`config.mk`:
```
export PLATFORM = sky130hd
export DESIGN_NAME = alu_result_monitor
export DESIGN_NICKNAME = d
export VERILOG_FILES = /design/src/rtl/alu_result_monitor.sv
export SDC_FILE = /design/constraint.sdc
export NUM_CORES = 1
export LEC_CHECK = 0
export BUFFER_PORTS_ARGS = -buffer_cell sky130_fd_sc_hd__buf_2
export CORE_MARGIN = 2
export CORE_UTILIZATION = 55
export DETAILED_ROUTE_END_ITERATION = 7
export PLACE_DENSITY = 0.87
export SLEW_MARGIN = 20
export SYNTH_ARGS = -nofsm -noshare
export SYNTH_HDL_FRONTEND = slang
export SYNTH_SLANG_ARGS = --single-unit
```
`constraint.sdc`:
```
create_clock -name i_clk -period 3.13 [get_ports i_clk]
set_input_delay 0.313 -clock i_clk [delete_from_list [all_inputs] [get_ports i_clk]]
set_output_delay 0.313 -clock i_clk [all_outputs]
set_load 0.02 [all_outputs]
```
`src/rtl/alu_result_monitor.sv`:
```
// alu_result_monitor: tags ALU result/status samples with their opcode, buffers them in a FWFT FIFO
// and keeps saturating ok/error/drop counters. Optional macro: ALU_MON_ERR_FILTER_EN (keep error samples out of the FIFO).
module alu_result_monitor #(
  parameter int N     = 2,
  parameter int M     = 4,
  parameter int DEPTH = 8,
  parameter int CW    = 8
) (
  input  logic                     i_clk,
  input  logic                     i_reset,
  input  logic                     i_valid,
  input  logic [N-1:0]             i_op,
  input  logic [M-1:0]             i_result,
  input  logic [3:0]               i_status,
  input  logic                     i_rd_ready,
  output logic                     o_rd_valid,
  output logic [N+4+M-1:0]         o_rd_data,
  output logic [$clog2(DEPTH):0]   o_level,
  output logic [CW-1:0]            o_ok_count,
  output logic [CW-1:0]            o_err_count,
  output logic [CW-1:0]            o_drop_count,
  output logic                     o_overflow
);

  localparam int PW = $clog2(DEPTH);
  localparam int LW = PW + 1;
  localparam int DW = N + 4 + M;

  localparam logic [PW-1:0] PTR_ZERO  = {PW{1'b0}};
  localparam logic [PW-1:0] PTR_ONE   = PW'(1);
  localparam logic [LW-1:0] LVL_ZERO  = {LW{1'b0}};
  localparam logic [LW-1:0] LVL_ONE   = LW'(1);
  localparam logic [LW-1:0] LVL_FULL  = LW'(DEPTH);
  localparam logic [LW-1:0] LVL_ALMOST = LW'(DEPTH - 1);
  localparam logic [CW-1:0] CNT_ZERO  = {CW{1'b0}};
  localparam logic [CW-1:0] CNT_MAX   = {CW{1'b1}};
  localparam logic [DW-1:0] DATA_ZERO = {DW{1'b0}};

  localparam logic [1:0] ST_EMPTY   = 2'd0;
  localparam logic [1:0] ST_PARTIAL = 2'd1;
  localparam logic [1:0] ST_FULL    = 2'd2;

  function automatic logic [CW-1:0] sat_inc(input logic [CW-1:0] value, input logic en);
    logic [CW-1:0] res;
    if (en && (value != CNT_MAX)) begin
      res = value + CW'(1);
    end else begin
      res = value;
    end
    return res;
  endfunction

  logic [DW-1:0] mem_r [DEPTH];
  logic [PW-1:0] wr_ptr_r;
  logic [PW-1:0] rd_ptr_r;
  logic [LW-1:0] level_r;
  logic [1:0]    state_r;
  logic [DW-1:0] head_r;
  logic          rd_valid_r;
  logic [CW-1:0] ok_r;
  logic [CW-1:0] err_r;
  logic [CW-1:0] drop_r;
  logic          overflow_r;

  logic          pop_s;
  logic          cand_s;
  logic          push_s;
  logic          drop_s;
  logic          ok_inc_s;
  logic          err_inc_s;
  logic [DW-1:0] entry_s;
  logic [PW-1:0] rd_ptr_inc_s;
  logic [LW-1:0] level_nxt_s;
  logic [1:0]    state_nxt_s;
  logic [DW-1:0] head_nxt_s;

  // Push/pop/drop decisions and counter increment strobes for this cycle
  always_comb begin
    pop_s     = 1'b0;
    cand_s    = 1'b0;
    push_s    = 1'b0;
    drop_s    = 1'b0;
    ok_inc_s  = 1'b0;
    err_inc_s = 1'b0;
    entry_s   = {i_op, i_status, i_result};

    if (rd_valid_r && i_rd_ready) begin
      pop_s = 1'b1;
    end else begin
      pop_s = 1'b0;
    end

`ifdef ALU_MON_ERR_FILTER_EN
    cand_s = i_valid & ~i_status[3];
`else
    cand_s = i_valid;
`endif

    if (cand_s && ((state_r != ST_FULL) || pop_s)) begin
      push_s = 1'b1;
      drop_s = 1'b0;
    end else if (cand_s) begin
      push_s = 1'b0;
      drop_s = 1'b1;
    end else begin
      push_s = 1'b0;
      drop_s = 1'b0;
    end

    ok_inc_s = push_s & ~i_status[3];
`ifdef ALU_MON_ERR_FILTER_EN
    // Errors are counted at the input, independent of FIFO space
    err_inc_s = i_valid & i_status[3];
`else
    err_inc_s = push_s & i_status[3];
`endif
  end

  // Next occupancy, FSM state and FWFT head entry
  always_comb begin
    rd_ptr_inc_s = rd_ptr_r + PTR_ONE;
    level_nxt_s  = level_r;
    state_nxt_s  = state_r;
    head_nxt_s   = head_r;

    case ({push_s, pop_s})
      2'b10:   level_nxt_s = level_r + LVL_ONE;
      2'b01:   level_nxt_s = level_r - LVL_ONE;
      default: level_nxt_s = level_r;
    endcase

    case (state_r)
      ST_EMPTY: begin
        if (push_s) begin
          state_nxt_s = ST_PARTIAL;
        end else begin
          state_nxt_s = ST_EMPTY;
        end
      end
      ST_PARTIAL: begin
        if (push_s && !pop_s && (level_r == LVL_ALMOST)) begin
          state_nxt_s = ST_FULL;
        end else if (pop_s && !push_s && (level_r == LVL_ONE)) begin
          state_nxt_s = ST_EMPTY;
        end else begin
          state_nxt_s = ST_PARTIAL;
        end
      end
      ST_FULL: begin
        if (pop_s && !push_s) begin
          state_nxt_s = ST_PARTIAL;
        end else begin
          state_nxt_s = ST_FULL;
        end
      end
      default: state_nxt_s = ST_EMPTY;
    endcase

    // With one entry left, a simultaneous push becomes the new head directly
    if (state_r == ST_EMPTY) begin
      if (push_s) begin
        head_nxt_s = entry_s;
      end else begin
        head_nxt_s = head_r;
      end
    end else if (pop_s) begin
      if (level_r == LVL_ONE) begin
        if (push_s) begin
          head_nxt_s = entry_s;
        end else begin
          head_nxt_s = head_r;
        end
      end else begin
        head_nxt_s = mem_r[rd_ptr_inc_s];
      end
    end else begin
      head_nxt_s = head_r;
    end
  end

  // Storage array write; reset blocks the write so a same-cycle push is never kept
  always_ff @(posedge i_clk) begin
    if (push_s && !i_reset) begin
      mem_r[wr_ptr_r] <= entry_s;
    end
  end

  // Pointers, occupancy, FSM, head register and statistics
  always_ff @(posedge i_clk) begin
    if (i_reset) begin
      wr_ptr_r   <= PTR_ZERO;
      rd_ptr_r   <= PTR_ZERO;
      level_r    <= LVL_ZERO;
      state_r    <= ST_EMPTY;
      head_r     <= DATA_ZERO;
      rd_valid_r <= 1'b0;
      ok_r       <= CNT_ZERO;
      err_r      <= CNT_ZERO;
      drop_r     <= CNT_ZERO;
      overflow_r <= 1'b0;
    end else begin
      if (push_s) begin
        wr_ptr_r <= wr_ptr_r + PTR_ONE;
      end
      if (pop_s) begin
        rd_ptr_r <= rd_ptr_inc_s;
      end
      level_r    <= level_nxt_s;
      state_r    <= state_nxt_s;
      head_r     <= head_nxt_s;
      rd_valid_r <= (state_nxt_s != ST_EMPTY);
      ok_r       <= sat_inc(ok_r, ok_inc_s);
      err_r      <= sat_inc(err_r, err_inc_s);
      drop_r     <= sat_inc(drop_r, drop_s);
      if (drop_s) begin
        overflow_r <= 1'b1;
      end
    end
  end

  assign o_rd_valid   = rd_valid_r;
  assign o_rd_data    = head_r;
  assign o_level      = level_r;
  assign o_ok_count   = ok_r;
  assign o_err_count  = err_r;
  assign o_drop_count = drop_r;
  assign o_overflow   = overflow_r;

endmodule
```
==> results of run 1 <==
==> per-layer routing <==
metal	vias up	global-route usage	wire [microns]
met5	-	0	0
met4	0	0.1081	371
met1	1997	0.3148	5415
met2	198	0.4169	6439
li1	1872	-	-
met3	31	0.07456	1040
==> path summary, 6_finish.rpt <==
| check | startpoint | endpoint | cells after the start |
|---|---|---|---|
| hold reg to reg | o_overflow | o_overflow | 2 |
| setup reg to reg | rd_ptr_r[0] | o_rd_data[5] | 7 |
| setup / recovery | rd_ptr_r[0] | o_rd_data[5] | 7 |
| hold / removal | i_op[1] | mem_r[3][9] | 1 |
==> flip-flops by register name, indices dropped and copies added, names as in the netlist <==
register	flops
mem_r	80
o_drop_count	8
o_err_count	8
o_level	4
o_ok_count	8
o_overflow	1
o_rd_data	10
o_rd_valid	1
rd_ptr_r	3
state_r	2
wr_ptr_r	3
==> where the power goes <==
group          total [mW]  internal, mW  switching [mW]
combinational       0.374         0.132           0.242
sequential           1.88          1.84          0.0445
clock                2.09          1.36           0.724
total                4.35          3.34            1.01
==> worst max-delay path, stage by stage, from the launching register on <==
cell and delay (ns):
dfxtp_1 0.32, ha_2 0.71, buf_4 0.35, nor2b_1 0.10
a2111oi_0 0.60, a31oi_1 0.09, a221oi_1 0.30, nor2_1 0.07
==> layout by cell type, fill, tap and decap left out, drive strengths merged, types with 9 or more instances in the layout <==
cell type  netlist  final
edfxtp          80     80
buf             13     68
nor2            50     50
dfxtp           48     48
mux2i           26     26
nor2b           22     22
a31oi           21     21
a2111oi         20     20
clkbuf          10     20
nand2           18     18
nand3           17     17
xnor2           13     13
a21oi           13     13
xor2            11     11
a21o            11     11
inv              9     11
a221oi          10     10
ha              10     10
a22oi            9      9
==> cell families (layout without fill, tap and decap cells) <==
group                      Yosys count  in the layout  share of synthesized area
xor gates and xnor gates            24             24                    0.03797
adders and majority gates           10             10                    0.02260
DFF                                128            128                     0.6076
buffers and inverters               32            109                    0.02622
muxes                               26             26                    0.04702
AOI/OAI and AO/OA                   97             97                     0.1306
and+or+nand+nor                    141            141                     0.1279
==> through the flow <==
stage | std cells | area [sq um]
4_1_cts | 668 | 6605
6_report | 668 | 6605
3_3_place_gp | 636 | 5971
3_5_place_dp | 636 | 5971
5_1_grt | 668 | 6605
2_1_floorplan | 458 | 5535
==> area by class of cell <==
cell class	instances	area (sq um)
clock buffers	20	456.7
clock inverters	12	177.7
fillers	709	3169
inverters	9	33.78
multi-input cells	298	2029
flip-flops and latches	128	3363
well taps	133	166.4
repair buffers	68	377.9
==> metrics, run 1 <==
outcome finished clean; fmax 375.6 MHz; Hold Path Class input pin to flip-flop; GP Congestion 0.8281; Slew Viols, Final 0; dominant cells by area after synthesis edfxtp_1 43%, dfxtp_1 17%, mux2i_1 4.7%; hpwl dp 8280 microns; Seq/Total Area, Yosys 0.6076; crit end category flip-flop; max-cap violations 0; CP startpoint kind flip-flop; Placeable Area 9774 sq um; total number of vias 4098; crit path max fanout 30; period utilization 0.8507; Hold Buf Count CTS 0; gr ovfl total 0; area delta synth->final 19.33%; Die ar. 10880 sq um; share of post-route cells with drive strength above 1 0.2019; Yosys cell types 46; # rows 36; Post-synth EDFFs 80; worst clock skew 0.007982 ns; P_leak 2.415 nW; Ports 54; Avg Vias per Cell 6.135; Num Clock Sinks 128; yosys warns 0; Chip Height 104.3 microns; Worst R2R Setup Slack 0.47 ns; Layout Utilization 0.6758; largest net degree at the start of global routing 42; post-cts sizing count 0; Fin. Hold Viols 0; initial core utilization 0.5663; number of routed nets with antenna violations 0; H-tree depth 4; dpl ws 0.7013 ns; count leader, synth edfxtp_1; # diodes 0; Synth Cell Area 5535 sq um; initial antenna violation count 0; Syn Area/Cell 12.09 sq um; Overall Global Routing Usage 0.2547; WP data required 3.54 ns; Yosys top cell by area edfxtp_1; worst-skew pair later-pin latency 0.52 ns; Worst Tran Pin Value 1.112 ns; Hold WS 0.1130 ns; Clock transition at path regs 0.06 ns; RSZ-0062 raised after global routing false; CTS root buffer clkbuf_8; first-pass GRT wire length 21370 microns; # Post-CTS Setup Buffers 0; Peak supply drop 0.0003814 V; total power 4.347 mW; Synth Instances 458; Iter 0 DRT Violations 269; clock buffer count from CTS 17; CP arrival 3.07 ns; worst setup margin 0.4674 ns; Post-Route WL 13270 microns; power density over the cells 658.1 nW/um^2; predominant post-synthesis flop cell edfxtp_1; Commonest cells post-synth 80 x edfxtp_1, 50 x nor2_1, 48 x dfxtp_1, 26 x mux2i_1; Synth top area share 0.4340; setup TNS 0 ns; 1st-pass router iterations 5; post-route minimum period 2.663 ns; die width 104.3 microns; critical path class flip-flop to flip-flop; clock tree from TritonCTS yes; syn nets 482; vias in the first global route 4069; Clock Tree Buf Depth 2; Synth Register Bits 128; setup-violating endpoint count in the final report 0; Port Buffer Count 53; Async SR Flop Fraction 0; nets 546; Wirelength per Cell 19.86 microns; Slew headroom 0.2559; drc violations 0
No activity file was read; power rests on OpenSTA's default activity.
==> run 2, diff against run 1 <==
--- a/config.mk
+++ b/config.mk
@@ -11,3 +11,3 @@
 export DETAILED_ROUTE_END_ITERATION = 7
-export PLACE_DENSITY = 0.87
+export PLACE_DENSITY = 0.82
 export SLEW_MARGIN = 20
==> constraint.sdc (replaced) <==
create_clock -name i_clk -period 3.13 [get_ports i_clk]
set_input_delay 0.1565 -clock i_clk [delete_from_list [all_inputs] [get_ports i_clk]]
set_output_delay 0.1565 -clock i_clk [all_outputs]
set_load 0.02 [all_outputs]
==> metrics, run 2 (synthesis results as in run 1) <==
Hold Path Class input pin to flip-flop; drc violations 0; # Post-CTS Setup Buffers 0; WP data required 3.27 ns; Crit path largest cell delay 0.72 ns; first-pass GRT wire length 20020 microns; Worst path slowest cell nor2_1; die width 104.3 microns; critical path class flip-flop to flip-flop; power density over the cells 655.5 nW/um^2; Iter 0 DRT Violations 270; 1st-pass router iterations 5; gr ovfl total 0; max-cap violations 0; total number of vias 4022; worst setup margin 0.8510 ns; hpwl dp 7946 microns; Largest Register mem_r; area delta synth->final 21.20%; Chip Height 104.3 microns; share of post-route cells with drive strength above 1 0.1956; setup-violating endpoint count in the final report 0; most frequent cells in the layout 80 x edfxtp_1, 53 x buf_2, 50 x nor2_1; clock tree from TritonCTS yes; worst path cell trace nor2b_4, a21boi_2, inv_1, or3_1, nor2_1; worst clock skew 0.01056 ns; initial core utilization 0.5663; Clock transition at path regs 0.06 ns; initial antenna violation count 0; Ports 54; post-route cell area 6709 sq um; Port Buffer Count 53; number of routed nets with antenna violations 0; period utilization 0.7281; # diodes 0; max reg flops 80; total power 4.398 mW; Peak supply drop 0.0003934 V; Die ar. 10880 sq um; P_leak 2.454 nW; # rows 36; crit end category flip-flop; CTS root buffer clkbuf_8; outcome finished clean; fmax 438.8 MHz; CP arrival 2.42 ns; largest net degree at the start of global routing 62; Clock Tree Buf Depth 2; nets 553; Post-Route WL 12390 microns; Fin. Hold Viols 0; Worst Tran Pin Value 0.9500 ns; Avg Vias per Cell 5.959; dpl ws 0.8776 ns; H-tree depth 4; Placeable Area 9774 sq um; GP Congestion 0.8665; Overall Global Routing Usage 0.2374; worst-skew pair later-pin latency 0.52 ns; commonest non-fill, non-tap cell in the layout edfxtp_1; Num Clock Sinks 128; clock buffer count from CTS 17; post-route minimum period 2.279 ns; crit path max fanout 10; Slew headroom 0.3621; vias in the first global route 4008; Placed Area 5961 sq um; CP startpoint kind flip-flop; Slew Viols, Final 0; RSZ-0062 raised after global routing false; Wirelength per Cell 18.35 microns; setup TNS 0 ns
run 2: cell count changes in the layout (fill, tap and decap cells not counted):
cell           before  now
dlygate4sd3_1       0   10
buf_4              15   11
clkinv_4            0    4
clkinvlp_4          4    2
buf_12              0    1
bufinv_16           4    5
clkbuf_1            1    0
clkbuf_16          17   16
clkbuf_8            2    1
clkinv_2            2    1
inv_8               0    1
run 2: through the flow:
step                      utilization  hold WS [ns]  cells
after global placement         0.6098        0.4329    633
after global routing           0.6864       0.07633    675
final                          0.6864       0.05979    675
after CTS                      0.6864       0.03984    675
after floorplan                     -        0.2554    458
after detailed placement       0.6098        0.4351    633
run 2: repair_timing:
| action | in CTS | in global routing |
|---|---|---|
| hold buffers | 10 | 0 |
| endpoints found under the hold margin | 79 | 0 |
| gates resized for setup | 0 | 0 |
run 2: where the power goes:
group | switching [mW] | leakage, nW | internal [mW]
clock network | 0.754 | 0.311 | 1.39
logic | 0.239 | 1.03 | 0.137
registers | 0.0416 | 1.11 | 1.84
total | 1.03 | 2.45 | 3.36
run 2: worst max-delay path: cells and delay by family, from the launching register on:
| family | cells | cell delay, ns |
|---|---|---|
| compound gates | 1 | 0.16 |
| buf+inv | 1 | 0.08 |
| flops | 1 | 0.46 |
| simple gates | 3 | 1.20 |
run 2: final cells by class:
| cell class | count | area (sq um) |
|---|---|---|
| flip-flops and latches | 128 | 3363 |
| well taps | 133 | 166.4 |
| repair buffers | 75 | 467.9 |
| fillers | 703 | 3065 |
| clock inverters | 15 | 234.0 |
| inverters | 9 | 33.78 |
| multi-input cells | 298 | 2029 |
| clock buffers | 17 | 414.1 |
run 2: routing by layer:
| metal | up-vias | track usage | wire [microns] |
|---|---|---|---|
| met1 | 1916 | 0.2950 | 5131 |
| met5 | - | 0 | 0 |
| met4 | 0 | 0.1245 | 394 |
| li1 | 1882 | - | - |
| met2 | 187 | 0.3819 | 6041 |
| met3 | 37 | 0.06078 | 821 |
run 2: worst paths after layout:
path                   start  cells after the start  slack [ns]          end
hold reg to reg   o_overflow                      2        0.45   o_overflow
setup reg to reg  state_r[0]                      5        0.85  mem_r[5][0]
setup / recovery  state_r[0]                      5        0.85  mem_r[5][0]
hold / removal       i_valid                      3        0.06   o_overflow
